File: config.mk
export PLATFORM = sky130hd
export DESIGN_NAME = apb_periph_fabric
export DESIGN_NICKNAME = d
export VERILOG_FILES = /design/src/rtl/apb_periph_fabric.sv
export SDC_FILE = /design/constraint.sdc
export NUM_CORES = 1
export LEC_CHECK = 0
export CORE_AREA = 2 2 231 233
export DETAILED_ROUTE_END_ITERATION = 7
export DIE_AREA = 0 0 233 235
export RECOVER_POWER = 50
export SYNTH_ARGS = -nofsm -noshare
export SYNTH_HDL_FRONTEND = slang
export SYNTH_SLANG_ARGS = --single-unit
File: constraint.sdc
create_clock -name clk_i -period 4.2 [get_ports clk_i]
set_input_delay 1.26 -clock clk_i [delete_from_list [all_inputs] [get_ports clk_i]]
set_output_delay 1.26 -clock clk_i [all_outputs]
set_load 0.01 [all_outputs]
File: src/rtl/apb_periph_fabric.sv
// APB fabric: one manager fanned out to NrPerip subordinates, decoded against a run-time address map.
// Optional build macro APB_FABRIC_TIMEOUT_EN aborts subordinates that stall longer than TimeoutCycles.
module apb_periph_fabric #(
  parameter int NrPerip       = 4,
  parameter int AddrWidth     = 32,
  parameter int DataWidth     = 32,
  parameter int TimeoutCycles = 255
) (
  input  logic                           clk_i,
  input  logic                           rst_i,
  input  logic                           s_psel_i,
  input  logic                           s_penable_i,
  input  logic                           s_pwrite_i,
  input  logic [AddrWidth-1:0]           s_paddr_i,
  input  logic [DataWidth-1:0]           s_pwdata_i,
  output logic [DataWidth-1:0]           s_prdata_o,
  output logic                           s_pready_o,
  output logic                           s_pslverr_o,
  input  logic [NrPerip*AddrWidth-1:0]   addr_base_i,
  input  logic [NrPerip*AddrWidth-1:0]   addr_last_i,
  output logic [NrPerip-1:0]             m_psel_o,
  output logic                           m_penable_o,
  output logic                           m_pwrite_o,
  output logic [AddrWidth-1:0]           m_paddr_o,
  output logic [DataWidth-1:0]           m_pwdata_o,
  input  logic [NrPerip*DataWidth-1:0]   m_prdata_i,
  input  logic [NrPerip-1:0]             m_pready_i,
  input  logic [NrPerip-1:0]             m_pslverr_i,
  output logic                           err_valid_o,
  output logic [AddrWidth-1:0]           err_addr_o
);

  localparam int IdxW = (NrPerip > 1) ? $clog2(NrPerip) : 1;

  // Out-of-range parameters leave an empty marker block in the elaborated hierarchy.
  if (TimeoutCycles < 1 || NrPerip < 1 || NrPerip > 16) begin : g_param_out_of_range
  end

  typedef enum logic [1:0] {IDLE, SETUP, ACCESS, ERR} state_t;

  state_t                r_state;
  logic [NrPerip-1:0]    r_psel;
  logic                  r_penable;
  logic                  r_pwrite;
  logic [AddrWidth-1:0]  r_paddr;
  logic [DataWidth-1:0]  r_pwdata;
  logic [AddrWidth-1:0]  r_err_addr;
  logic [IdxW-1:0]       r_idx;

  logic                  w_hit;
  logic [IdxW-1:0]       w_hit_idx;
  logic [NrPerip-1:0]    w_hit_sel;
  logic [DataWidth-1:0]  w_sel_rdata;
  logic                  w_sel_ready;
  logic                  w_sel_err;
  logic                  w_access;
  logic                  w_err_state;
  logic                  w_timeout;
  logic                  w_resp_ready;
  logic                  w_resp_err;
  logic                  w_done;

  // Descending scan so the lowest matching index is the one left standing.
  always_comb begin
    w_hit     = 1'b0;
    w_hit_idx = '0;
    w_hit_sel = '0;
    for (int i = NrPerip - 1; i >= 0; i--) begin
      if ((s_paddr_i >= addr_base_i[i*AddrWidth +: AddrWidth]) &&
          (s_paddr_i <  addr_last_i[i*AddrWidth +: AddrWidth])) begin
        w_hit        = 1'b1;
        w_hit_idx    = IdxW'(i);
        w_hit_sel    = '0;
        w_hit_sel[i] = 1'b1;
      end
    end
  end

  assign w_sel_rdata = m_prdata_i[r_idx*DataWidth +: DataWidth];
  assign w_sel_ready = m_pready_i[r_idx];
  assign w_sel_err   = m_pslverr_i[r_idx];
  assign w_access    = (r_state == ACCESS);
  assign w_err_state = (r_state == ERR);

`ifdef APB_FABRIC_TIMEOUT_EN
  localparam int                CntW       = $clog2(TimeoutCycles + 1);
  localparam logic [CntW:0]     TimeoutVal = (CntW + 1)'(TimeoutCycles);
  logic [CntW-1:0] r_cnt;
  logic [CntW:0]   w_cnt_inc;

  // The cycle whose increment would reach TimeoutCycles is the abort cycle.
  assign w_cnt_inc = {1'b0, r_cnt} + {{CntW{1'b0}}, 1'b1};
  assign w_timeout = w_access && !w_sel_ready && (w_cnt_inc == TimeoutVal);
`else
  assign w_timeout = 1'b0;
`endif

  // Responses are suppressed while reset is asserted: an abandoned transfer never answers.
  assign w_resp_ready = (w_access && (w_sel_ready || w_timeout)) || w_err_state;
  assign w_resp_err   = (w_access && (w_timeout || w_sel_err)) || w_err_state;
  assign w_done       = w_access && (w_sel_ready || w_timeout);

  assign s_pready_o   = !rst_i && w_resp_ready;
  assign s_pslverr_o  = !rst_i && w_resp_err;
  assign s_prdata_o   = (w_access && !w_timeout) ? w_sel_rdata : '0;
  assign err_valid_o  = !rst_i && w_resp_ready && w_resp_err;

  assign m_psel_o     = r_psel;
  assign m_penable_o  = r_penable;
  assign m_pwrite_o   = r_pwrite;
  assign m_paddr_o    = r_paddr;
  assign m_pwdata_o   = r_pwdata;
  assign err_addr_o   = r_err_addr;

  always_ff @(posedge clk_i) begin
    if (rst_i) begin
      r_state    <= IDLE;
      r_psel     <= '0;
      r_penable  <= 1'b0;
      r_pwrite   <= 1'b0;
      r_paddr    <= '0;
      r_pwdata   <= '0;
      r_err_addr <= '0;
      r_idx      <= '0;
`ifdef APB_FABRIC_TIMEOUT_EN
      r_cnt      <= '0;
`endif
    end else begin
      case (r_state)
        IDLE: begin
          // A setup phase starts a transfer; a bare access phase here is ignored.
          if (s_psel_i && !s_penable_i) begin
            r_paddr  <= s_paddr_i;
            r_pwrite <= s_pwrite_i;
            r_pwdata <= s_pwdata_i;
            if (w_hit) begin
              r_idx   <= w_hit_idx;
              r_psel  <= w_hit_sel;
              r_state <= SETUP;
`ifdef APB_FABRIC_TIMEOUT_EN
              r_cnt   <= '0;
`endif
            end else begin
              r_state <= ERR;
            end
          end
        end
        SETUP: begin
          r_penable <= 1'b1;
          r_state   <= ACCESS;
        end
        ACCESS: begin
          if (w_done) begin
            r_psel    <= '0;
            r_penable <= 1'b0;
            r_state   <= IDLE;
            if (w_resp_err) r_err_addr <= r_paddr;
          end
`ifdef APB_FABRIC_TIMEOUT_EN
          else begin
            r_cnt <= w_cnt_inc[CntW-1:0];
          end
`endif
        end
        ERR: begin
          r_err_addr <= r_paddr;
          r_state    <= IDLE;
        end
        default: r_state <= IDLE;
      endcase
    end
  end

endmodule

==> results of run 1 <==
## where the power goes
| part | leakage (nW) | switching (mW) | total [mW] | internal [mW] |
|---|---|---|---|---|
| clock | 0.152 | 0.464 | 0.896 | 0.432 |
| combinational | 8.23 | 0.717 | 1.61 | 0.892 |
| sequential | 0.862 | 0.0370 | 1.08 | 1.04 |
| total | 9.24 | 1.22 | 3.59 | 2.37 |
## critical path: cells and delay by family
family        cells  cell delay (ns)
mux               1             0.61
buf+inv           3             0.83
simple gates      2             0.20
## kinds of logic (layout without fill, tap and decap cells)
kind of cell             after synthesis  after routing  share of synthesized area [%]
AND/OR/NAND/NOR                      398            398                           16.8
adder cells (fa/ha/maj)              252            252                           28.4
flip-flops                           106            106                           19.1
AO/OA/AOI/OAI                        321            321                           18.3
other                                  0              6                              0
buffers and inverters                309           1005                           10.5
multiplexers                          34             34                           6.89
## placed cells by master (no fill, tap or decap), types with 11 or more instances in the layout
cell type and n:
clkdlybuf4s50_1 474, inv_1 260, ha_1 252, nand2_1 239, a21oi_1 176, buf_4 142, dfxtp_1 105, dlygate4sd3_1 100
a21o_1 42, mux4_2 34, and3_1 34, nand4_1 29, o21ai_0 25, nor2_1 24, and4_1 14, nand2b_1 12
nand3_1 11
## final cells by class
type	instances	area, sq um
diodes	6	15.0
clock buffers	9	225
clock inverters	7	91.3
fillers	5424	33100
inverters	260	976
multi-input cells	1005	7890
flip-flops and latches	106	2120
well taps	688	861
repair buffers	729	6960
## worst max-delay path by stage
| stage | to | slack (ns) | cells past startpoint |
|---|---|---|---|
| global route | r_state[1] | 0.005 | 11 |
| finish | s_pslverr_o | 0.04 | 6 |
| CTS | s_prdata_o[23] | 0.009 | 4 |
| floorplan | r_state[1] | 0.79 | 10 |
| global placement | r_state[1] | -0.59 | 12 |
| detailed placement | r_state[1] | -0.58 | 12 |
## synth_stat cells (all sizes together) (2+ instances only)
cell type	n	area [sq um]
o21a	9	67.6
nand3	11	55.1
mux4	34	766
a22o	3	26.3
a21oi	176	881
nor2	26	97.6
o311ai	2	17.5
inv	260	976
nor2b	7	46.3
buf	8	37.5
o31ai	4	35.0
or3	3	18.8
a21o	43	324
or2	2	12.5
and3	34	213
a221oi	4	35.0
nor4	3	18.8
nand4	29	181
a31oi	7	43.8
nand2	239	897
ha	252	3150
or4b	3	33.8
a211oi	7	52.6
and4	14	123
a2111oi	9	118
o211ai	5	37.5
o21ai	27	139
o2111ai	2	17.5
or4	2	15.0
dfxtp	106	2120
o221ai	3	26.3
a31o	2	17.5
a211o	3	27.5
a21boi	2	15.0
nor3	11	60.1
clkbuf	41	154
a32o	2	20.0
nand2b	13	88.8
## repair_timing
item,in CTS,in global routing
resized for setup,13,9
pin swaps,1,0
setup buffers,0,0
gates cloned,0,0
endpoints found under the setup margin,15,8
## sequential cells by signal (all words and copies together), names as in the netlist
name and flops:
err_addr_o 32, m_paddr_o 32, m_pwdata_o 32, m_psel_o 4
r_idx 2, r_state 2, m_penable_o 1, m_pwrite_o 1
## metal layers
| metal | GRT usage (%) | vias to the layer above |
|---|---|---|
| li1 | - | 6322 |
| met1 | 21.9 | 5906 |
| met2 | 37.4 | 417 |
| met3 | 3.40 | 79 |
| met4 | 9.46 | 2 |
| met5 | 0 | - |
==> metrics.md, run 1 <==
| Metric | Value |
|---|---|
| Final Net Count | `around 2,800` |
| DIE WIDTH | `between 200 and 250 um` |
| Worst r2r path cells | `9` |
| Hold buffers post-CTS | `0` |
| GRT Util Overall | `between 20% and 30%` |
| Clk slew on worst S/H paths | `roughly 0.08 ns` |
| RSZ-0062 raised after global routing | `no` |
| Pre-CTS setup slack | `-0.584 ns` |
| Vias | `12,726` |
| Core area | `between 0.05 and 0.06 sq mm` |
| Detailed-router iteration count before antenna repair | `5` |
| Worst vdd ir | `between 150 and 200 uV` |
| Yosys reg bits | `~110` |
| Via density | `~4.5` |
| Type of the worst setup path | `input port to output pin` |
| P_leak | `~9.2 nW` |
| Vias in the first global route | `13,424` |
| Final worst-path setup slack | `0.0401 ns` |
| # IOs | `598` |
| Hold Crit Depth | `2` |
| Detailed-route wire length | `roughly 57,000 um` |
| First-pass GRT wire length | `a little over 80,000 um` |
| Clock sinks | `106` |
| Placement-stage cell area | `around 0.019 sq mm` |
| Clock period minus worst slack | `a little over 4 ns` |
| Largest net degree at the start of global routing | `62` |
| # rows | `84` |
| Effective utilization at floorplan | `between 20% and 30%` |
| Routed wire per std cell | `20.3 um` |
| FF-to-FF End | `err_addr_o[24]` |
| DR WL met2 | `a little under 30,000 um` |
| R2r setup slk | `1.59 ns` |
| Die Footprint | `0.0548 sq mm` |
| Syn Nets | `~2,100` |
| Ys async rst share | `0%` |
| GPL Wtd Cong | `between 0.8 and 0.9` |
| Cell Pwr Density | `187 mW/mm^2` |
| Reg2reg start | `r_idx[1]` |
| Final Hold Fails | `0` |
| Post-synth EDFFs | `0` |
| Root buf cell | `clkbuf_16` |
| Setup crit start | `m_pslverr_i[3]` |
| Min-Delay Path Class | `flop to flop` |
| Post-DP HPWL | `50,500 um` |
| CP max FO | `4` |
| Slowest cell on crit path | `mux4_2` |
| Initial antenna violation count | `8` |
| Mapped Area | `0.0111 sq mm` |
| CTS Buffer Depth | `2` |
| Fin Clk Skew | `0.0122 ns` |
| Post-route cell area | `around 0.019 sq mm` |
| Pins over their slew limit | `0` |
| Crit start category | `input port` |
| Fin crit share | `99.0%` |
| DIE HEIGHT | `235 um` |
| Avg Inst Size Synth | `a little under 8 sq um` |
| Hold endpoint | `err_addr_o[25]` |
| Area grow syn2layout | `72.2%` |
| Initial DRC Count | `446` |
| Gate count after technology mapping | `around 1,400` |
| Clk_lat worst skew | `0.37 ns` |
| CTS tree | `yes` |
| Peak Freq | `~240 MHz` |
| Met3 Wirelength | `approximately 3300 um` |
| Top FF cell, synth | `dfxtp_1` |
| H-tree levels | `3` |
| Final ANT Viol Nets | `0` |
| Outcome | `complete, no violations` |
| Ys Warns | `0` |
| Sequential fraction of the synthesis area | `between 10% and 20%` |
| Non-filler cells, final | `~2,800` |
| Util after Layout | `between 30% and 40%` |
| Met1 WL | `roughly 22,000 um` |
| Crit path largest cell delay | `between 0.6 and 0.7 ns` |
| Worst slew pin tran | `around 1.0 ns` |
| Hold slack | `0.452 ns` |
| CTS Buf Count | `9` |
| Critical path arrival | `2.90 ns` |
| Worst Hold Launch | `err_addr_o[25]` |
| Placed cells | `2,788` |
| Post-synth cell types | `64` |
| Setup TNS | `0 ns` |
| DRC violations left | `0` |
| Top routing layer used | `met5` |
| Critical Path RT | `between 2 and 3 ns` |
| Max_slew headroom | `between 30% and 40%` |
| Power Total | `about 3.6 mW` |
| Number of max-cap violations | `0` |
| GRT Residual Overflow | `0` |
| Share of cells above drive strength 1 | `about a tenth` |
| Number of buffers added on ports | `597` |
| Final setup viols | `0` |
| Cell Chain, Critical Path | `clkdlybuf4s50_1 > mux4_2 > nor2_2 > buf_4 > nor3_1 > clkdlybuf4s15_1` |
| Worst Setup End Kind | `output pin` |
No activity file was read; power rests on OpenSTA's default activity.
==> run 2, diff against run 1 <==
SLEW_MARGIN = 20   (was not set)
TNS_END_PERCENT = 10   (was not set)
==> metrics.md, run 2 (synthesis gave the netlist of run 1 again) <==
| Metric | Value |
|---|---|
| Root buf cell | `clkbuf_16` |
| Final ANT Viol Nets | `0` |
| Via density | `about 4.5` |
| # IOs | `about 600` |
| CP delay by family, top | `buffers and inverters` |
| Cell Pwr Density | `about 190 mW/mm^2` |
| Gate power share | `between 40% and 50%` |
| Util after Layout | `36.6%` |
| CTS Buf Count | `9` |
| GRT Util Overall | `about 20%` |
| Critical Path RT | `roughly 2.9 ns` |
| Routed wire per std cell | `roughly 20 um` |
| Slowest cell on crit path | `mux4_2` |
| Type of the worst setup path | `input port to output pin` |
| Worst Setup End Kind | `output pin` |
| Outcome | `complete, no violations` |
| H-tree levels | `3` |
| Fin crit share | `roughly 100%` |
| Vias in the first global route | `~13,000` |
| Area grow syn2layout | `72.1%` |
| Post-DP HPWL | `50,500 um` |
| Pins over their slew limit | `0` |
| Pre-CTS setup slack | `-0.584 ns` |
| Max_slew headroom | `a little under half` |
| CTS Buffer Depth | `2` |
| Crit path largest cell delay | `a little under 0.6 ns` |
| Crit path depth | `6` |
| Most frequent cells in the layout | `clkdlybuf4s50_1 (474), inv_1 (260), ha_1 (252)` |
| CTS tree | `yes` |
| CP max FO | `4` |
| Clk_lat worst skew | `0.37 ns` |
| Switching Fraction | `34.0%` |
| WP buf/inv | `3` |
| # rows | `84` |
| Effective utilization at floorplan | `21.3%` |
| Worst slew pin tran | `approximately 0.8 ns` |
| Critical path arrival | `roughly 2.9 ns` |
| Placed cells | `about 2,800` |
| Power Total | `~3.6 mW` |
| Initial antenna violation count | `8` |
| Worst vdd ir | `162 uV` |
| Worst r2r path cells | `9` |
| Fin Clk Skew | `about 0.012 ns` |
| R2r setup slk | `roughly 1.6 ns` |
| Sequential Power Share | `a little under a third` |
| GPL Wtd Cong | `between 0.8 and 0.9` |
| P_leak | `9.24 nW` |
| DIE WIDTH | `233 um` |
| Final Net Count | `roughly 2,800` |
| Largest net degree at the start of global routing | `between 60 and 70` |
| Vias | `around 13,000` |
| Pint | `2.37 mW` |
| Clk slew on worst S/H paths | `0.08 ns` |
| First-pass GRT wire length | `roughly 82,000 um` |
| Post-route cell area | `0.0191 sq mm` |
| Cell Chain, Critical Path | `clkdlybuf4s50_1 > mux4_2 > nor2_2 > buf_4 > nor3_1 > clkdlybuf4s15_1` |
| Final setup viols | `0` |
| Peak Freq | `~240 MHz` |
| RSZ-0062 raised after global routing | `yes` |
| Clock period minus worst slack | `4.17 ns` |
| Initial DRC Count | `about 470` |
| Detailed-route wire length | `around 57,000 um` |
| Switching power | `1.22 mW` |
| Final Hold Fails | `0` |
| Number of buffers added on ports | `between 500 and 600` |
| GRT Residual Overflow | `0` |
| Crit start category | `input port` |
| Non-filler cells, final | `approximately 2,800` |
| DRC violations left | `0` |
| Final worst-path setup slack | `~0.032 ns` |
| Number of max-cap violations | `0` |
| Part of the power in the clock network | `between 20% and 30%` |
| Clock sinks | `between 100 and 150` |
| Hold Crit Depth | `2` |
| Share of cells above drive strength 1 | `10.6%` |
| Placement-stage cell area | `about 0.019 sq mm` |
| Detailed-router iteration count before antenna repair | `5` |
| DIE HEIGHT | `roughly 240 um` |
| Die Footprint | `around 0.055 sq mm` |
| Min-Delay Path Class | `flop to flop` |
| Core area | `between 0.05 and 0.06 sq mm` |
| Commonest non-fill, non-tap cell in the layout | `clkdlybuf4s50_1` |
==> run 2: cell counts in the layout (fill, tap and decap cells not counted) <==
No cell type changed its count.
==> run 2: power by group through the flow <==
stage          clock network [mW]  registers (mW)  logic [mW]
2_1_floorplan                   0            1.10       0.639
3_3_place_gp                    0            1.10        1.60
3_5_place_dp                    0            1.11        1.63
4_1_cts                     0.935            1.08        1.63
5_1_grt                     0.970            1.09        1.77
6_report                    0.898            1.08        1.61
==> run 2: what timing repair did <==
action                     in CTS  in global routing
pin swaps                       1                  0
hold buffers                    0                  0
setup endpoints to repair      15                  8
hold endpoints to repair        0                  0
resized for setup              13                  8
buffers inserted                0                  0
==> run 2: worst paths after layout <==
| path | endpoint | start |
|---|---|---|
| max | s_pslverr_o | m_pslverr_i[1] |
| min | err_addr_o[25] | err_addr_o[25] |
| max reg2reg | err_addr_o[24] | r_idx[1] |
| min reg2reg | err_addr_o[25] | err_addr_o[25] |
==> run 2: tightest hold or removal path, delay by kind of cell, from the launching register on <==
family             cells  cell delay [ns]
AOI/OAI and AO/OA      1             0.05
DFF                    1             0.31
and+or+nand+nor        1             0.05
==> run 2: layout make-up <==
cell class	instances	area, sq um
antenna	6	15.0
clock buffer	9	225
clock inverter	7	91.3
fill	5425	33100
inverter	260	976
multi-input combinational	1005	7880
sequential	106	2120
tap	688	861
timing repair buffer	729	6960
==> run 2: routing by layer <==
metal / up-vias / track usage [%] / routed length, um
li1: 6324 / - / -
met1: 5950 / 21.9 / 22000
met2: 418 / 37.4 / 29300
met3: 78 / 3.40 / 3250
met4: 2 / 9.46 / 2590
met5: - / 0 / 13
==> run 2: stage by stage <==
step / setup TNS (ns) / hold slack (ns)
after detailed placement: -4.00 / 0.446
after global routing: -0.0162 / 0.473
after global placement: -3.83 / 0.442
after floorplan: 0 / 0.481
final: 0 / 0.452
after CTS: 0 / 0.458
==> run 3, diff against run 2 <==
CAP_MARGIN = 10   (was not set)
SKIP_LAST_GASP = 1   (was not set)
==> metrics.md, run 3 (synthesis gave the netlist of run 1 again) <==
| Metric | Value |
|---|---|
| Worst r2r path cells | `9` |
| Post-DP HPWL | `slightly above 50,000 um` |
| Final worst-path setup slack | `-0.141 ns` |
| Max_slew headroom | `approximately 47%` |
| GRT Util Overall | `20.1%` |
| Number of buffers added on ports | `approximately 600` |
| Final ANT Viol Nets | `0` |
| GPL Wtd Cong | `~0.9` |
| Hold Crit Depth | `2` |
| Final Hold Fails | `0` |
| CP most frequent cell | `clkdlybuf4s50_1` |
| Clock period minus worst slack | `between 4 and 5 ns` |
| Slowest cell on crit path | `clkdlybuf4s50_1` |
| Clock sinks | `~110` |
| Commonest non-fill, non-tap cell in the layout | `clkdlybuf4s50_1` |
| Initial antenna violation count | `7` |
| Power Total | `about 3.6 mW` |
| Pins over their slew limit | `0` |
| Detailed-route wire length | `about 57,000 um` |
| DRC violations left | `0` |
| Fin crit share | `103%` |
| Switching Fraction | `between 30 and 40%` |
| Critical path arrival | `between 3 and 4 ns` |
| CTS Buffer Depth | `2` |
| Clk_lat worst skew | `0.37 ns` |
| CP max FO | `1` |
| Share of cells above drive strength 1 | `10.4%` |
| CTS Buf Count | `9` |
| CP delay by family, top | `buffers and inverters` |
| Outcome | `finished, violations left` |
| GRT Residual Overflow | `0` |
| Via density | `between 4 and 5` |
| # rows | `84` |
| Vias | `roughly 13,000` |
| Cell Chain, Critical Path | `clkdlybuf4s50_1 > mux4_2 > and3_1 > clkdlybuf4s50_1` |
| Crit path largest cell delay | `about 0.63 ns` |
| Filler cell count | `about 5,400` |
| Largest net degree at the start of global routing | `just over 60` |
| Violations in the final reports | `negative setup slack` |
| Effective utilization at floorplan | `between 20% and 30%` |
| Cell Pwr Density | `~190 mW/mm^2` |
| Crit path depth | `4` |
| Area grow syn2layout | `71.9%` |
| CTS tree | `yes` |
| Type of the worst setup path | `input port to output pin` |
| Worst vdd ir | `162 uV` |
| Critical Path RT | `~2.9 ns` |
| Pre-CTS setup slack | `-0.584 ns` |
| DIE WIDTH | `roughly 230 um` |
| Pint | `between 2 and 2.5 mW` |
| # IOs | `~600` |
| Fin Clk Skew | `around 0.012 ns` |
| Core area | `0.0522 sq mm` |
| Peak Freq | `230 MHz` |
| Worst Hold Launch | `err_addr_o[25]` |
| Worst slew pin tran | `~0.80 ns` |
| Crit start category | `input port` |
| WP buf/inv | `2` |
| Reg2reg start | `r_idx[1]` |
| Worst Setup End Kind | `output pin` |
| Root buf cell | `clkbuf_16` |
| Clk slew on worst S/H paths | `~0.080 ns` |
| Min-Delay Path Class | `flop to flop` |
| Part of the power in the clock network | `25.0%` |
| Gate power share | `44.9%` |
| Vias in the first global route | `around 13,000` |
| RSZ-0062 raised after global routing | `yes` |
| Area of the multi-input gates | `0.00785 sq mm` |
| Initial DRC Count | `between 400 and 500` |
| Die Footprint | `0.0548 sq mm` |
| Routed wire per std cell | `between 20 and 25 um` |
| Detailed-router iteration count before antenna repair | `5` |
| First-pass GRT wire length | `approximately 82,000 um` |
| Final setup viols | `7` |
| Sequential Power Share | `a little under a third` |
| Setup crit start | `m_prdata_i[65]` |
| P_leak | `roughly 9.2 nW` |
| R2r setup slk | `~1.6 ns` |
| Most frequent cells in the layout | `clkdlybuf4s50_1 (484), inv_1 (260), ha_1 (252)` |
| Final Net Count | `approximately 2,800` |
| H-tree levels | `3` |
| DIE HEIGHT | `~240 um` |
| Number of max-cap violations | `0` |
| FF/Latch Area | `between 0.002 and 0.0025 sq mm` |
| Switching power | `roughly 1.2 mW` |
-- run 3: final cells by class --
| cell class | instances | share of cell area [%] |
|---|---|---|
| clock buffers | 9 | 1.18 |
| well taps | 688 | 4.50 |
| repair buffers | 729 | 36.5 |
| multi-input cells | 1005 | 41.1 |
| diodes | 5 | 0.0655 |
| flip-flops and latches | 106 | 11.1 |
| inverters | 260 | 5.11 |
| clock inverters | 7 | 0.478 |
-- run 3: timing repair --
action / 4_1_cts / 5_1_grt
setup buffers: 0 / 0
gates resized for setup: 3 / 2
pin swaps: 1 / 0
hold endpoints to repair: 0 / 0
hold buffers: 0 / 0
endpoints found under the setup margin: 15 / 16
-- run 3: power by group through the flow --
| stage | clock network (mW) | logic [mW] | registers (mW) |
|---|---|---|---|
| after floorplan | 0 | 0.639 | 1.10 |
| after global placement | 0 | 1.60 | 1.10 |
| after detailed placement | 0 | 1.63 | 1.11 |
| after CTS | 0.935 | 1.64 | 1.08 |
| after global routing | 0.970 | 1.77 | 1.09 |
| final | 0.896 | 1.61 | 1.08 |
-- run 3: final timing paths --
path,to
worst max-delay path,s_prdata_o[1]
worst max register to register,err_addr_o[24]
worst min register to register,err_addr_o[25]
worst min-delay path,err_addr_o[25]
-- run 3: worst reg2reg max path, delay by kind of cell (launching register included) --
family	cells	cell delay, ns
flops	1	0.66
mux	1	0.38
buf+inv	4	0.92
compound gates	2	0.31
simple gates	2	0.27
-- run 3: metrics by stage --
stage / std cells / TNS [ns] / util (%) / area [sq um] / hold WS [ns]
5_1_grt: 2808 / -0.760 / 36.6 / 19100 / 0.473
3_5_place_dp: 2788 / -4.00 / 35.9 / 18800 / 0.446
6_report: 2809 / -0.384 / 36.6 / 19100 / 0.452
2_1_floorplan: 1420 / 0 / - / 11100 / 0.481
3_3_place_gp: 2788 / -3.83 / 35.9 / 18800 / 0.442
4_1_cts: 2804 / -1.11 / 36.5 / 19100 / 0.458
-- run 3: layer usage --
layer	vias to the layer above	part of all wire, %	global-route usage [%]
met2	429	51	37.4
met1	5931	38	21.8
met3	83	5.8	3.41
met5	-	0.023	0
met4	2	4.7	9.48
li1	6324	-	-
